`src/rtl/bcd_cntr_pkg.sv`:
```
// Shared types, constants and helpers for the cascaded BCD up/down counter.
package bcd_cntr_pkg;

   typedef logic [3:0] bcd_digit_t;

   localparam bcd_digit_t BCD_MAX  = 4'd9;
   localparam bcd_digit_t BCD_ZERO = 4'd0;

   // Clamp an arbitrary nibble into the legal BCD range (>9 becomes 9).
   function automatic bcd_digit_t bcd_sanitize(input bcd_digit_t d);
      return (d > BCD_MAX) ? BCD_MAX : d;
   endfunction

endpackage

```
`src/rtl/bcd_digit_cell.sv`:
```
// One BCD digit of the counter: holds its own value, steps by +/-1 with
// decimal wrap when told to, and reports whether it sits at 9 or 0.
// The top level owns the ripple-enable chain and the boundary policy.
module bcd_digit_cell
   import bcd_cntr_pkg::*;
(
   input  logic       clk,
   input  logic       clr,
   input  logic       step,
   input  logic       up,
   input  logic       load,
   input  logic [3:0] load_digit,
   output logic [3:0] digit,
   output logic       at_max,
   output logic       at_min
);

   // NOTE: the power-up value comes from the declaration initialiser; there is
   // deliberately no asynchronous reset, only the synchronous clr below.
   bcd_digit_t digit_q = BCD_ZERO;
   bcd_digit_t digit_d;

   // Next digit value: clr > load > step, otherwise hold.
   always_comb begin
      // NOTE: default first so every path assigns digit_d and no latch is inferred.
      digit_d = digit_q;
      if (clr) begin
         digit_d = BCD_ZERO;
      end else if (load) begin
         digit_d = bcd_sanitize(load_digit);
      end else if (step) begin
         if (up) begin
            digit_d = (digit_q == BCD_MAX) ? BCD_ZERO : digit_q + 4'd1;
         end else begin
            digit_d = (digit_q == BCD_ZERO) ? BCD_MAX : digit_q - 4'd1;
         end
      end
   end

   // Digit register.
   always_ff @(posedge clk) begin
      // NOTE: non-blocking assignment so all digits update together on the edge.
      digit_q <= digit_d;
   end

   assign digit  = digit_q;
   assign at_max = (digit_q == BCD_MAX);
   assign at_min = (digit_q == BCD_ZERO);

endmodule

```
`src/rtl/bcd_updown_cntr.sv`:
```
// Cascaded NUM_DIGITS-digit BCD up/down counter with parallel load,
// wrap-or-saturate boundary handling and a sticky wrap flag.
// Optional feature: define BCD_UPDOWN_CNTR_MATCH_EN to add cmp_data/match,
// a registered equality compare of the count against cmp_data.
module bcd_updown_cntr
   import bcd_cntr_pkg::*;
#(
   parameter int NUM_DIGITS = 4,
   parameter int SATURATE   = 0
) (
   input  logic                    clk,
   input  logic                    clr,
   input  logic                    cnt,
   input  logic                    up,
   input  logic                    load,
   input  logic [4*NUM_DIGITS-1:0] load_data,
   output logic [4*NUM_DIGITS-1:0] o_data,
   output logic                    terminal_cnt,
   output logic                    wrapped
`ifdef BCD_UPDOWN_CNTR_MATCH_EN
   ,
   input  logic [4*NUM_DIGITS-1:0] cmp_data,
   output logic                    match
`endif
);

   logic [NUM_DIGITS-1:0] at_max;
   logic [NUM_DIGITS-1:0] at_min;
   logic [NUM_DIGITS-1:0] step_chain;
   logic                  at_boundary;
   logic                  hold_boundary;
   logic                  wrapped_q = 1'b0;
   logic                  wrapped_d;

   // Whole count is at the edge it is heading towards (all 9 going up,
   // all 0 going down); in saturate mode that step is suppressed entirely.
   assign at_boundary   = up ? (&at_max) : (&at_min);
   assign hold_boundary = (SATURATE != 0) && at_boundary;
   assign terminal_cnt  = ~clr & ~load & cnt & at_boundary;

   // Ripple enable: digit g steps when every lower digit is at its rollover value.
   for (genvar g = 0; g < NUM_DIGITS; g++) begin : g_digit
      if (g == 0) begin : g_lsd
         assign step_chain[g] = cnt & ~hold_boundary;
      end else begin : g_upper
         assign step_chain[g] = step_chain[g-1] & (up ? at_max[g-1] : at_min[g-1]);
      end

      bcd_digit_cell u_cell (
         .clk        (clk),
         .clr        (clr),
         .step       (step_chain[g]),
         .up         (up),
         .load       (load),
         .load_digit (load_data[4*g +: 4]),
         .digit      (o_data[4*g +: 4]),
         .at_max     (at_max[g]),
         .at_min     (at_min[g])
      );
   end

   // Sticky wrap flag: cleared by clr or load, set by any boundary step.
   always_comb begin
      wrapped_d = wrapped_q;
      if (clr || load) begin
         wrapped_d = 1'b0;
      end else if (terminal_cnt) begin
         wrapped_d = 1'b1;
      end
   end

   // Wrap flag register.
   always_ff @(posedge clk) begin
      wrapped_q <= wrapped_d;
   end

   assign wrapped = wrapped_q;

`ifdef BCD_UPDOWN_CNTR_MATCH_EN
   logic match_q = 1'b0;

   // Registered compare of the current count against cmp_data.
   always_ff @(posedge clk) begin
      if (clr) begin
         match_q <= 1'b0;
      end else begin
         match_q <= (o_data == cmp_data);
      end
   end

   assign match = match_q;
`endif

endmodule

```
`config.mk`:
```
export PLATFORM = sky130hd
export DESIGN_NAME = bcd_updown_cntr
export DESIGN_NICKNAME = d
export VERILOG_FILES = /design/src/rtl/bcd_cntr_pkg.sv /design/src/rtl/bcd_digit_cell.sv /design/src/rtl/bcd_updown_cntr.sv
export SDC_FILE = /design/constraint.sdc
export NUM_CORES = 1
export LEC_CHECK = 0
export ABC_CLOCK_PERIOD_IN_PS = 3080
export BUFFER_PORTS_ARGS = -buffer_cell sky130_fd_sc_hd__buf_4
export CAP_MARGIN = 20
export CORE_ASPECT_RATIO = 0.6
export CORE_MARGIN = 3
export CORE_UTILIZATION = 45
export DETAILED_ROUTE_END_ITERATION = 10
export PLACE_DENSITY = 0.7
export SYNTH_ARGS = -nofsm -noshare
export SYNTH_HDL_FRONTEND = slang
export SYNTH_SLANG_ARGS = --single-unit
```
`constraint.sdc`:
```
create_clock -name clk -period 3.08 [get_ports clk]
set_clock_uncertainty 0.15 [all_clocks]
set_input_delay 0.616 -clock clk [delete_from_list [all_inputs] [get_ports clk]]
set_output_delay 0.616 -clock clk [all_outputs]
set_load 0.05 [all_outputs]
```
Yosys cells after proc, flatten, opt, wreduce, memory -nomap -nowiden
Cells that the tools add are included.

Bits in registers: 17. Input bits: 21. Word-level logic and storage cells: 68.

Add/subtract/negate cells: 8. $lt $le $gt $ge: 4. Equal/unequal tests: 4. Mux-type cells: 28. Bitwise gates (word level): 8. Reductions and logical operators: 11.

Operator list (count): 4-bit two-way mux (24); 4-bit by 1-bit adder with 4-bit output, second input constant (4); 4-bit == test, second input constant (4); 4-bit > comparator, second input constant (4); 4-bit logical NOT (4); 4-bit by 1-bit subtractor with 4-bit output, second input constant (4); 4-bit AND reduction (2); 2-bit nonzero test (4); 1-bit bitwise AND (6); 1-bit two-way mux (4); 1-bit NOT (2); 1-bit logical OR (1).

Logic depth before layout (Yosys ltp)
Depth in word-level cells: 7. Gate-level depth with buffers: 8. Mapped depth without buffers: 5.

Cells and area by module
From an unflattened synthesis, not the netlist that was laid out.

Cell total of the unflattened synthesis: 201. Area total of the unflattened synthesis: 1627.8 um^2.

Modules (own cells, without submodules): bcd_digit_cell (times used 4, cells each 46, area each 372.9 um^2, sequential area each 80.1 um^2); bcd_updown_cntr (times used 1, cells each 17, area each 136.4 um^2, sequential area each 20.0 um^2).

Worst setup path before layout
OpenSTA, ideal clock, no wires.

Kind: reg-to-output. Start: register g_digit[3].u_cell.digit_q[1]. End: output port terminal_cnt. Arrival: 2.248 ns. Slack: 0.066 ns. Cell stages (with the launch flop): 7. Buffers on the path: 1. Cell sequence: dfxtp_1 -> clkbuf_1 -> or4_1 -> nor4_1 -> o22ai_1 -> nor4_1 -> and2_1.

Word-level cells in the longest chain between the ends: 4.

RTL lines: start: declaration (RTL line bcd_digit_cell.sv:20) `bcd_digit_t digit_q = BCD_ZERO;`; start signal: assignment (RTL line bcd_digit_cell.sv:43) `digit_q <= digit_d;`; 4-bit == test / 4-bit logical NOT (equally long branches) (RTL line bcd_digit_cell.sv:47, bcd_digit_cell.sv:48); 4-bit AND reduction (RTL line bcd_updown_cntr.sv:37) `assign at_boundary = up ? (&at_max) : (&at_min);`; 1-bit two-way mux (*) (RTL line bcd_updown_cntr.sv:37); 1-bit bitwise AND (*) (RTL line bcd_updown_cntr.sv:39) `assign terminal_cnt = ~clr & ~load & cnt & at_boundary;`; end: declaration (RTL line bcd_updown_cntr.sv:18) `output logic terminal_cnt,`.

Every way passes the cells marked *; elsewhere a longest branch is shown, timed or not.

Worst setup path in the final report
Start: input port up. End: output port terminal_cnt.

Word-level cells in the longest chain between the ends: 2.

RTL lines: start: declaration (RTL line bcd_updown_cntr.sv:14) `input logic up,`; 1-bit two-way mux (RTL line bcd_updown_cntr.sv:37); 1-bit bitwise AND (RTL line bcd_updown_cntr.sv:39).

Every way passes these cells.

==> out/results.ini <==
[outcome]
status = complete, no violations

[logic_synthesis]
synth_top_area_share_pct = 23.1
yosysWarnings = 0
synth_area_leaders = dfxtp_1, o21ai_0, nor2_1
synth_area_um2 = 1480
postSynthAreaPerCell_um2 = 7.02
postSynthCellCount = 210
async_reset_ff_share_pct = 0
ys_ff_latch = 17
yosysTopAreaCell = dfxtp_1
synth_commonest_cells = o21ai_0, nor2_1, dfxtp_1, clkbuf_1
yosysMostFrequentCell = o21ai_0
seq_area_frac_synth_pct = 23.1
synth_edf_count = 0
yosysUniqueCellTypes = 46
synthFlopType = dfxtp_1
syn-num-nets = 231

[setup_path]
crit_type = in -> out
critPathMaxFanout = 10
end_kind = output port
r2r_cells = 6
cp_data_arrival_time_ns = 2.16
critical_path_required_ns = 2.31
crit_path_start_kind = primary input

[routing]
dr.pass1.iters = 6
drc = 0
wire_per_inst_um = 15.1
drt-initial-drc-count = 178
viasPerCell = 6.00
vias = 1673
ant_nets = 0
totalWireLength_um = 4220

[power_and_ir_drop]
switching_share_pct = 38.7
p_clk_share_pct = 25.6
vdd_ir_drop_max_v = 0.000154
p_leak_nw = 0.711
p_total_mw = 0.688
p_per_area_nw_per_um2 = 380
switching_power_mw = 0.266
combPwrFrac_pct = 35.3
p_int_mw = 0.421
seq_power_share_pct = 39.1

[cts]
cts_tree = built
numCtsBuffers = 3
clk_latency_ns = 0.26
cts_max_path_buffers = 2
root_buffer = clkbuf_8
clock-sinks = 17
clkTransAtPathRegs_ns = 0.07
h-tree-depth = 1
hold_buffers = 0

[floorplan]
dieArea_um2 = 4020
dieWidth_um = 79.9
io-pin-count = 39
start_util_pct = 49.1
core_um2 = 3000
std_cell_rows = 15
die_h_um = 50.4

[finish]
nets = 259
post-route-util_pct = 60.2
fillers = 304
final_cell_area_um2 = 1810
drive_above_1_share_pct = 23.6
area_delta_synth_final_pct = 22.6
diodes = 0

[placed_design]
routabilityCongestion = 0.894
io_buffers = 38
hpwlAfterDp_um = 2960
pre_cts_slack_ns = 0.0466
place_area_um2 = 1750

[timing]
setup_tns_ns = 0
fin_crit_ns = 2.92
drv_slew = 0
fin_ws_ns = 0.155
finalSetupViolations = 0
period_share_pct = 95.0
hold_viol = 0
max_freq_mhz = 342
slew_headroom_pct = 53.4
worstMarginPinSlew_ns = 0.698

[grt]
grt_use_total_pct = 21.5
grt-ovfl-total = 0
grt_pass1_wl_um = 6890
antenna_found_initial = 0
grt_max_degree = 30
grt_pass1_vias = 1496

[min_path]
hp-class = reg -> reg
hold_depth = 1

[run]
cap_violations = 0

[worst max-delay path, cell delays in order]
cell and delay, ns:
buf_4 0.15, or4_1 0.42, nor4_1 0.18, o22ai_1 0.14, nor4_2 0.28, and2_1 0.17
buf_4 0.19
[area by class of cell]
class                   count  area, um2  area share (%)
clock buffers               4       45.0            2.49
inverters                  12       45.0            2.49
multi-input cells         159        983            54.4
flip-flops and latches     17        340            18.8
well taps                  42       52.6            2.91
repair buffers             45        342            18.9
[worst paths after layout]
path / start / endpoint / slack [ns]
max: up / terminal_cnt / 0.16
min: wrapped / wrapped / 0.36
max reg2reg: g_digit[0].u_cell.digit[0] / g_digit[3].u_cell.digit[0] / 0.76
min reg2reg: wrapped / wrapped / 0.36
[power groups by stage]
stage / sequential (mW) / combinational [mW] / clock [mW]
after detailed placement: 0.272 / 0.238 / 0
after floorplan: 0.304 / 0.136 / 0
after global routing: 0.272 / 0.264 / 0.193
final: 0.269 / 0.243 / 0.176
after global placement: 0.270 / 0.233 / 0
after CTS: 0.267 / 0.240 / 0.181
[registers in the layout (all words and copies together), names as in the netlist]
| register | cells |
|---|---|
| g_digit.u_cell.digit | 16 |
| wrapped | 1 |
[through the flow]
| step | hold WS [ns] | cells |
|---|---|---|
| after floorplan | 0.575 | 210 |
| after global placement | 0.351 | 274 |
| after detailed placement | 0.343 | 274 |
| after CTS | 0.367 | 278 |
| after global routing | 0.371 | 279 |
| final | 0.356 | 279 |
[layout by cell type, fill, tap and decap left out, types with 2 or more instances in the layout]
cell type and n:
xnor2_1 6, dfxtp_1 17, a32oi_1 2, nand3_1 7, buf_4 44, nor3_1 14
o2111ai_1 4, o21ai_0 23, xor2_1 3, o41ai_1 2, a21oi_1 14, nand3b_1 3
or3_1 2, nor2_1 20, a311oi_1 3, and3_1 2, a221oi_1 3, a2111oi_0 3
and2_1 2, inv_1 12, nand2b_1 5, or2_2 3, o21a_1 3, nand2_1 12
nor4_1 3, clkbuf_8 3, a31oi_1 2
[cells by family after synthesis]
logic type                after synthesis  synth area share, %
buffers and inverters                  34                 10.7
and+or+nand+nor                        79                 27.8
muxes                                   1                0.679
DFF                                    17                 23.1
AOI/OAI and AO/OA                      70                 32.4
xor gates and xnor gates                9                 5.34
[per-layer routing]
layer	part of all wire [%]	up-vias	wire length [um]	global-route usage, %
met1	49	761	2070	30.9
li1	-	826	-	-
met5	0	-	0	0
met3	8.2	4	344	5.20
met4	0.36	0	15	5.62
met2	42	82	1790	31.7
[timing repair]
action	CTS	global route
setup endpoints to repair	0	1
buffers inserted	0	1
resized for setup	0	2
Note: power is estimated with default switching activity, not from simulation.
